**config.mk**
```make
export PLATFORM = sky130hd
export DESIGN_NAME = flash_arb
export DESIGN_NICKNAME = d
export VERILOG_FILES = /design/src/rtl/flash_arb_pkg.sv /design/src/rtl/flash_arb_rr2.sv /design/src/rtl/flash_arb.sv
export SDC_FILE = /design/constraint.sdc
export NUM_CORES = 1
export LEC_CHECK = 0
export ABC_CLOCK_PERIOD_IN_PS = 1800
export CORE_UTILIZATION = 31
export CTS_CLUSTER_DIAMETER = 200
export CTS_CLUSTER_SIZE = 14
export DETAILED_ROUTE_END_ITERATION = 6
export GPL_ROUTABILITY_DRIVEN = 1
export MAX_ROUTING_LAYER = met4
export PLACE_DENSITY = 0.79
export SETUP_SLACK_MARGIN = 0.15
export SLEW_MARGIN = 20
export SYNTH_ARGS = -nofsm -noshare
export SYNTH_HDL_FRONTEND = slang
export SYNTH_HIERARCHICAL = 1
export SYNTH_SLANG_ARGS = --single-unit
```
**constraint.sdc**
```tcl
create_clock -name clk -period 1.8 [get_ports clk]
set_clock_uncertainty 0.2 [all_clocks]
set_input_delay 0.27 -clock clk [delete_from_list [all_inputs] [get_ports clk]]
set_output_delay 0.27 -clock clk [all_outputs]
set_load 0.01 [all_outputs]
```
**src/rtl/flash_arb_pkg.sv**
```systemverilog
// Shared widths and state encoding for the two-port flash read arbiter.
package flash_arb_pkg;

   localparam int unsigned FLASH_AW = 20;
   localparam int unsigned FLASH_DW = 32;

   typedef enum logic [1:0] {
      ST_IDLE = 2'd0,
      ST_REQ  = 2'd1,
      ST_XFER = 2'd2,
      ST_DONE = 2'd3
   } state_t;

endpackage

```
**src/rtl/flash_arb_rr2.sv**
```systemverilog
// Two-way round-robin picker: on a tie the requester that did not win last time goes first.
module flash_arb_rr2 (
   input  logic [1:0] req,
   input  logic       last,
   output logic       winner,
   output logic       any_req
);

   always_comb begin
      any_req = |req;
      winner  = (&req) ? ~last : req[1];
   end

endmodule

```
**src/rtl/flash_arb.sv**
```systemverilog
// Arbitrates icache (port 0) and loader (port 1) bursts onto the single flash_ctrl read port.
module flash_arb
   import flash_arb_pkg::*;
#(
   parameter int unsigned BURST_LEN = 4,
   parameter int unsigned ACK_TO    = 64,
   parameter int unsigned BEAT_TO   = 32
) (
   input  logic                clk,
   input  logic                reset,
   input  logic                m0_req,
   input  logic [FLASH_AW-1:0] m0_addr,
   output logic                m0_ack,
   output logic                m0_valid,
   output logic                m0_last,
   output logic                m0_err,
   input  logic                m1_req,
   input  logic [FLASH_AW-1:0] m1_addr,
   output logic                m1_ack,
   output logic                m1_valid,
   output logic                m1_last,
   output logic                m1_err,
   output logic [FLASH_DW-1:0] rdata,
   output logic                f_req,
   output logic [FLASH_AW-1:0] f_addr,
   input  logic                f_ack,
   input  logic                f_valid,
   input  logic [FLASH_DW-1:0] f_data,
   output logic                busy,
   output logic                grant
);

   localparam int unsigned BC_W   = $clog2(BURST_LEN);
   localparam int unsigned TO_MAX = (ACK_TO > BEAT_TO) ? ACK_TO : BEAT_TO;
   localparam int unsigned TO_W   = $clog2(TO_MAX);

   state_t              state, state_nx;
   logic                grant_nx;
   logic [FLASH_AW-1:0] addr_nx;
   logic [BC_W-1:0]     beat_cnt, beat_nx;
   logic [TO_W-1:0]     to_cnt, to_nx;
   logic                winner, any_req;
   logic                ack_c, valid_c, last_c, err_c;
   logic [FLASH_DW-1:0] rdata_c;

   flash_arb_rr2 u_rr2 (
      .req     ({m1_req, m0_req}),
      .last    (grant),
      .winner  (winner),
      .any_req (any_req)
   );

   always_ff @(posedge clk) begin
      if (reset) begin
         state    <= ST_IDLE;
         grant    <= 1'b1;
         f_addr   <= '0;
         beat_cnt <= '0;
         to_cnt   <= '0;
      end else begin
         state    <= state_nx;
         grant    <= grant_nx;
         f_addr   <= addr_nx;
         beat_cnt <= beat_nx;
         to_cnt   <= to_nx;
      end
   end

   // Burst sequencing; to_cnt serves both the ack wait and the inter-beat gap.
   always_comb begin
      state_nx = state;
      grant_nx = grant;
      addr_nx  = f_addr;
      beat_nx  = beat_cnt;
      to_nx    = to_cnt;
      ack_c    = 1'b0;
      valid_c  = 1'b0;
      last_c   = 1'b0;
      err_c    = 1'b0;
      rdata_c  = '0;
      case (state)
         ST_IDLE: begin
            if (any_req) begin
               grant_nx = winner;
               addr_nx  = winner ? m1_addr : m0_addr;
               to_nx    = '0;
               state_nx = ST_REQ;
            end
         end
         ST_REQ: begin
            if (f_ack) begin
               ack_c    = 1'b1;
               beat_nx  = '0;
               to_nx    = '0;
               state_nx = ST_XFER;
            end else if (to_cnt == TO_W'(ACK_TO - 1)) begin
               err_c    = 1'b1;
               state_nx = ST_IDLE;
            end else begin
               to_nx = to_cnt + 1'b1;
            end
         end
         ST_XFER: begin
            if (f_valid) begin
               valid_c = 1'b1;
               rdata_c = f_data;
               beat_nx = beat_cnt + 1'b1;
               to_nx   = '0;
               if (beat_cnt == BC_W'(BURST_LEN - 1)) begin
                  last_c   = 1'b1;
                  state_nx = ST_DONE;
               end
            end else if (to_cnt == TO_W'(BEAT_TO - 1)) begin
               err_c    = 1'b1;
               state_nx = ST_IDLE;
            end else begin
               to_nx = to_cnt + 1'b1;
            end
         end
         ST_DONE: state_nx = ST_IDLE;
         default: state_nx = ST_IDLE;
      endcase
   end

   // Steer handshake strobes to the granted requester; a reset cycle never reports an abort.
   assign m0_ack   = ack_c   & ~grant;
   assign m1_ack   = ack_c   &  grant;
   assign m0_valid = valid_c & ~grant;
   assign m1_valid = valid_c &  grant;
   assign m0_last  = last_c  & ~grant;
   assign m1_last  = last_c  &  grant;
   assign m0_err   = err_c   & ~grant & ~reset;
   assign m1_err   = err_c   &  grant & ~reset;
   assign rdata    = rdata_c;
   assign f_req    = (state == ST_REQ);
   assign busy     = (state != ST_IDLE);

endmodule

```
==> impl_metrics.tcl <==
set metrics [dict create \
    status "finished with violations" \
    violations "negative setup slack" \
    power_mw 2.94 \
    muxShareOfSynthArea_pct 12.3 \
    core_mm2 0.00568 \
    p_int_mw 2.02 \
    post-route-min-period_ps 2110 \
    synth_area_per_cell_um2 8.34 \
    synthCells 225 \
    drt_iter0_drc 50 \
    vias 2472 \
    grtUsageTotal_pct 23.9 \
    cts_buffers 5 \
    antenna_left 0 \
    crit_fanout 2 \
    async_reset_ff_share_pct 0 \
    synth_edf_count 0 \
    grt_remaining_overflow 0 \
    initial_utilization_pct 33.1 \
    path_clk_slew_ps 70 \
    grt_pass1_vias 2334 \
    htree_levels 2 \
    place_ws_ps -547 \
    endpoint_kind "primary output" \
    peakVddDrop_mv 0.528 \
    worstPathRequired_ps 1330 \
    dr.pass1.iters 4 \
    antenna_cells 0 \
    setup_viol 54 \
    antenna_found_initial 0 \
    clock_sinks 31 \
    grt_pass1_wl_um 11300 \
    swShare_pct 31.5 \
    synth-xor-area-share_pct 0 \
    syn_area_mm2 0.00188 \
    io_pins 141 \
    vias_per_cell 5.18 \
    worstSkewPairLatency_ps 280 \
    synth_compound_area_share_pct 18.6 \
    synth_fa_ha_area_share_pct 3.33 \
    rsz0062_at_grt "true" \
    p_leak_nw 2.05 \
    setup.worst_path.class "flip-flop to primary output" \
    ys_seq_area_share_pct 33.1 \
    layout.nets 487 \
    gp_routability_congestion 0.845 \
    drv_slew 0 \
    finalCritPeriodShare_pct 117 \
    syn2layout_area_growth_pct 121 \
    ctsHoldBuffers 0 \
    fmax_mhz 475 \
    drive_gt1_share_pct 41.0 \
    cts_tree "built" \
    die_w_um 79.8 \
    clockBufferDepth 2 \
    p_switching_uw 928 \
    dp_hpwl_um 5370 \
    die_area_mm2 0.00637 \
    slew_headroom_pct 76.6 \
    finalHoldViolCount 0 \
    p_seq_share_pct 29.0 \
    p_clk_share_pct 24.1 \
    pwr-share-comb_pct 46.9 \
    yosysWarnings 6 \
    io_buffers 140 \
    yosys.area_share.simple_pct 27.1 \
    ys.flop_type "dfxtp_1" \
    ys_ff_latch 31 \
    drcViolationCount 0 \
    layout_setup_ws_ps -307 \
    die_y_um 79.8 \
    worst_pin_slew_ps 348 \
    synth_fp_nets 308 \
    finalWirelength_um 7910 \
    cts_root_buf "clkbuf_8" \
    dp_cells 457 \
    yosysUniqueCellTypes 39 \
    startpoint_type "flip-flop" \
    hold_path.class "flip-flop to flip-flop" \
    final_cells 477 \
    maxCapViolCount 0 \
    grt_max_degree 21 \
    synth_top_family_by_area "simple AND/OR/NAND/NOR gates" \
    detail_route.wl_per_cell_um 16.6 \
    power.density_mw_per_mm2 711 \
    rows 27 \
    worstPathArrival_ps 1640 \
]
-- stage by stage --
step / area, um2 / util, % / setup TNS [ps] / hold WS, ps
CTS: 3870 / 68.1 / -4700 / 272
global placement: 3710 / 65.3 / -23290 / 254
global route: 4140 / 73.0 / -8040 / 307
finish: 4140 / 73.0 / -4900 / 270
floorplan: 1950 / - / 0 / 179
detailed placement: 3710 / 65.3 / -24510 / 264
-- cell usage in the layout, fill, tap and decap left out, drive strengths merged, types with 2 or more instances in the layout --
cell / n
a211oi: 23
buf: 91
dlygate4sd2: 5
o21ai: 5
nand3b: 2
nand2: 6
clkbuf: 8
inv: 6
nand2b: 3
dlymetal6s2s: 15
and2: 2
and3: 36
a31oi: 3
nor2b: 2
nand3: 3
dfxtp: 31
a21oi: 7
nor2: 26
mux2i: 23
ha: 5
or2: 2
nor3b: 3
a21boi: 2
o31ai: 2
and4: 2
nand4: 2
clkdlybuf4s50: 78
-- cells by family (layout without fill, tap and decap cells) --
group / count (synthesis) / in the layout
fa+ha+maj: 5 / 5
compound gates: 48 / 48
mux: 23 / 23
buf+inv: 26 / 206
flops: 31 / 31
simple gates: 92 / 92
-- cell usage after synthesis, types with 3 or more instances --
library cell	number	share of area (%)
and3_1	36	12
dfxtp_1	31	33
nor2_1	26	5.2
mux2i_1	23	12
a211oi_1	22	8.8
clkbuf_1	15	3.0
a21oi_1	6	1.6
inv_1	6	1.2
nand2_1	6	1.2
ha_1	5	3.3
o21ai_0	5	1.3
a31oi_1	3	1.0
buf_2	3	0.80
nand2b_1	3	1.0
nand3_1	3	0.80
nor3b_1	3	1.2
-- timing repair --
action	in CTS	in global routing
gates cloned	3	2
buffers inserted	5	2
resized for setup	206	59
pin swaps	14	21
setup endpoints to repair	62	86
-- layer usage --
layer  part of all wire [%]  GRT usage (%)  up-vias
met1                     36           23.4     1152
met2                     53           45.2      123
li1                       -              -     1187
met5                      0              -        -
met3                    9.2           5.83       10
met4                    2.1           8.75        0
-- power by group through the flow --
stage	logic, mW	registers, mW	clock network (mW)
final	1.38	0.853	0.711
after global routing	1.46	0.864	0.757
after CTS	1.21	0.841	0.725
after detailed placement	1.05	0.854	0
after global placement	1.03	0.852	0
after floorplan	0.431	0.886	0
-- state kept, by name (all words and copies together) (netlist names) --
| signal | flops |
|---|---|
| beat_cnt | 2 |
| f_addr | 20 |
| grant | 1 |
| state | 2 |
| to_cnt | 6 |
-- layout make-up --
cell class | count | area [um2]
multi-input cells | 168 | 1430
flip-flops and latches | 31 | 631
fillers | 425 | 1530
clock inverters | 2 | 35.0
clock buffers | 6 | 82.6
inverters | 6 | 27.5
repair buffers | 192 | 1840
well taps | 72 | 90.1
-- final timing paths --
| path | startpoint | to | slack, ps | cells past startpoint |
|---|---|---|---|---|
| setup / recovery | state[0] | m1_err | -310 | 6 |
| hold / removal | beat_cnt[1] | beat_cnt[1] | 270 | 2 |
| setup reg to reg | state[0] | state[1] | -180 | 7 |
| hold reg to reg | beat_cnt[1] | beat_cnt[1] | 270 | 2 |
-- critical path, cell delays in order, from the launching register on --
cell and delay [ps]:
dfxtp_4 360, buf_4 140, ha_4 150, and3b_2 210, o21ba_4 220, and4_4 170
buf_6 110
(Power assumes the default switching activity.)
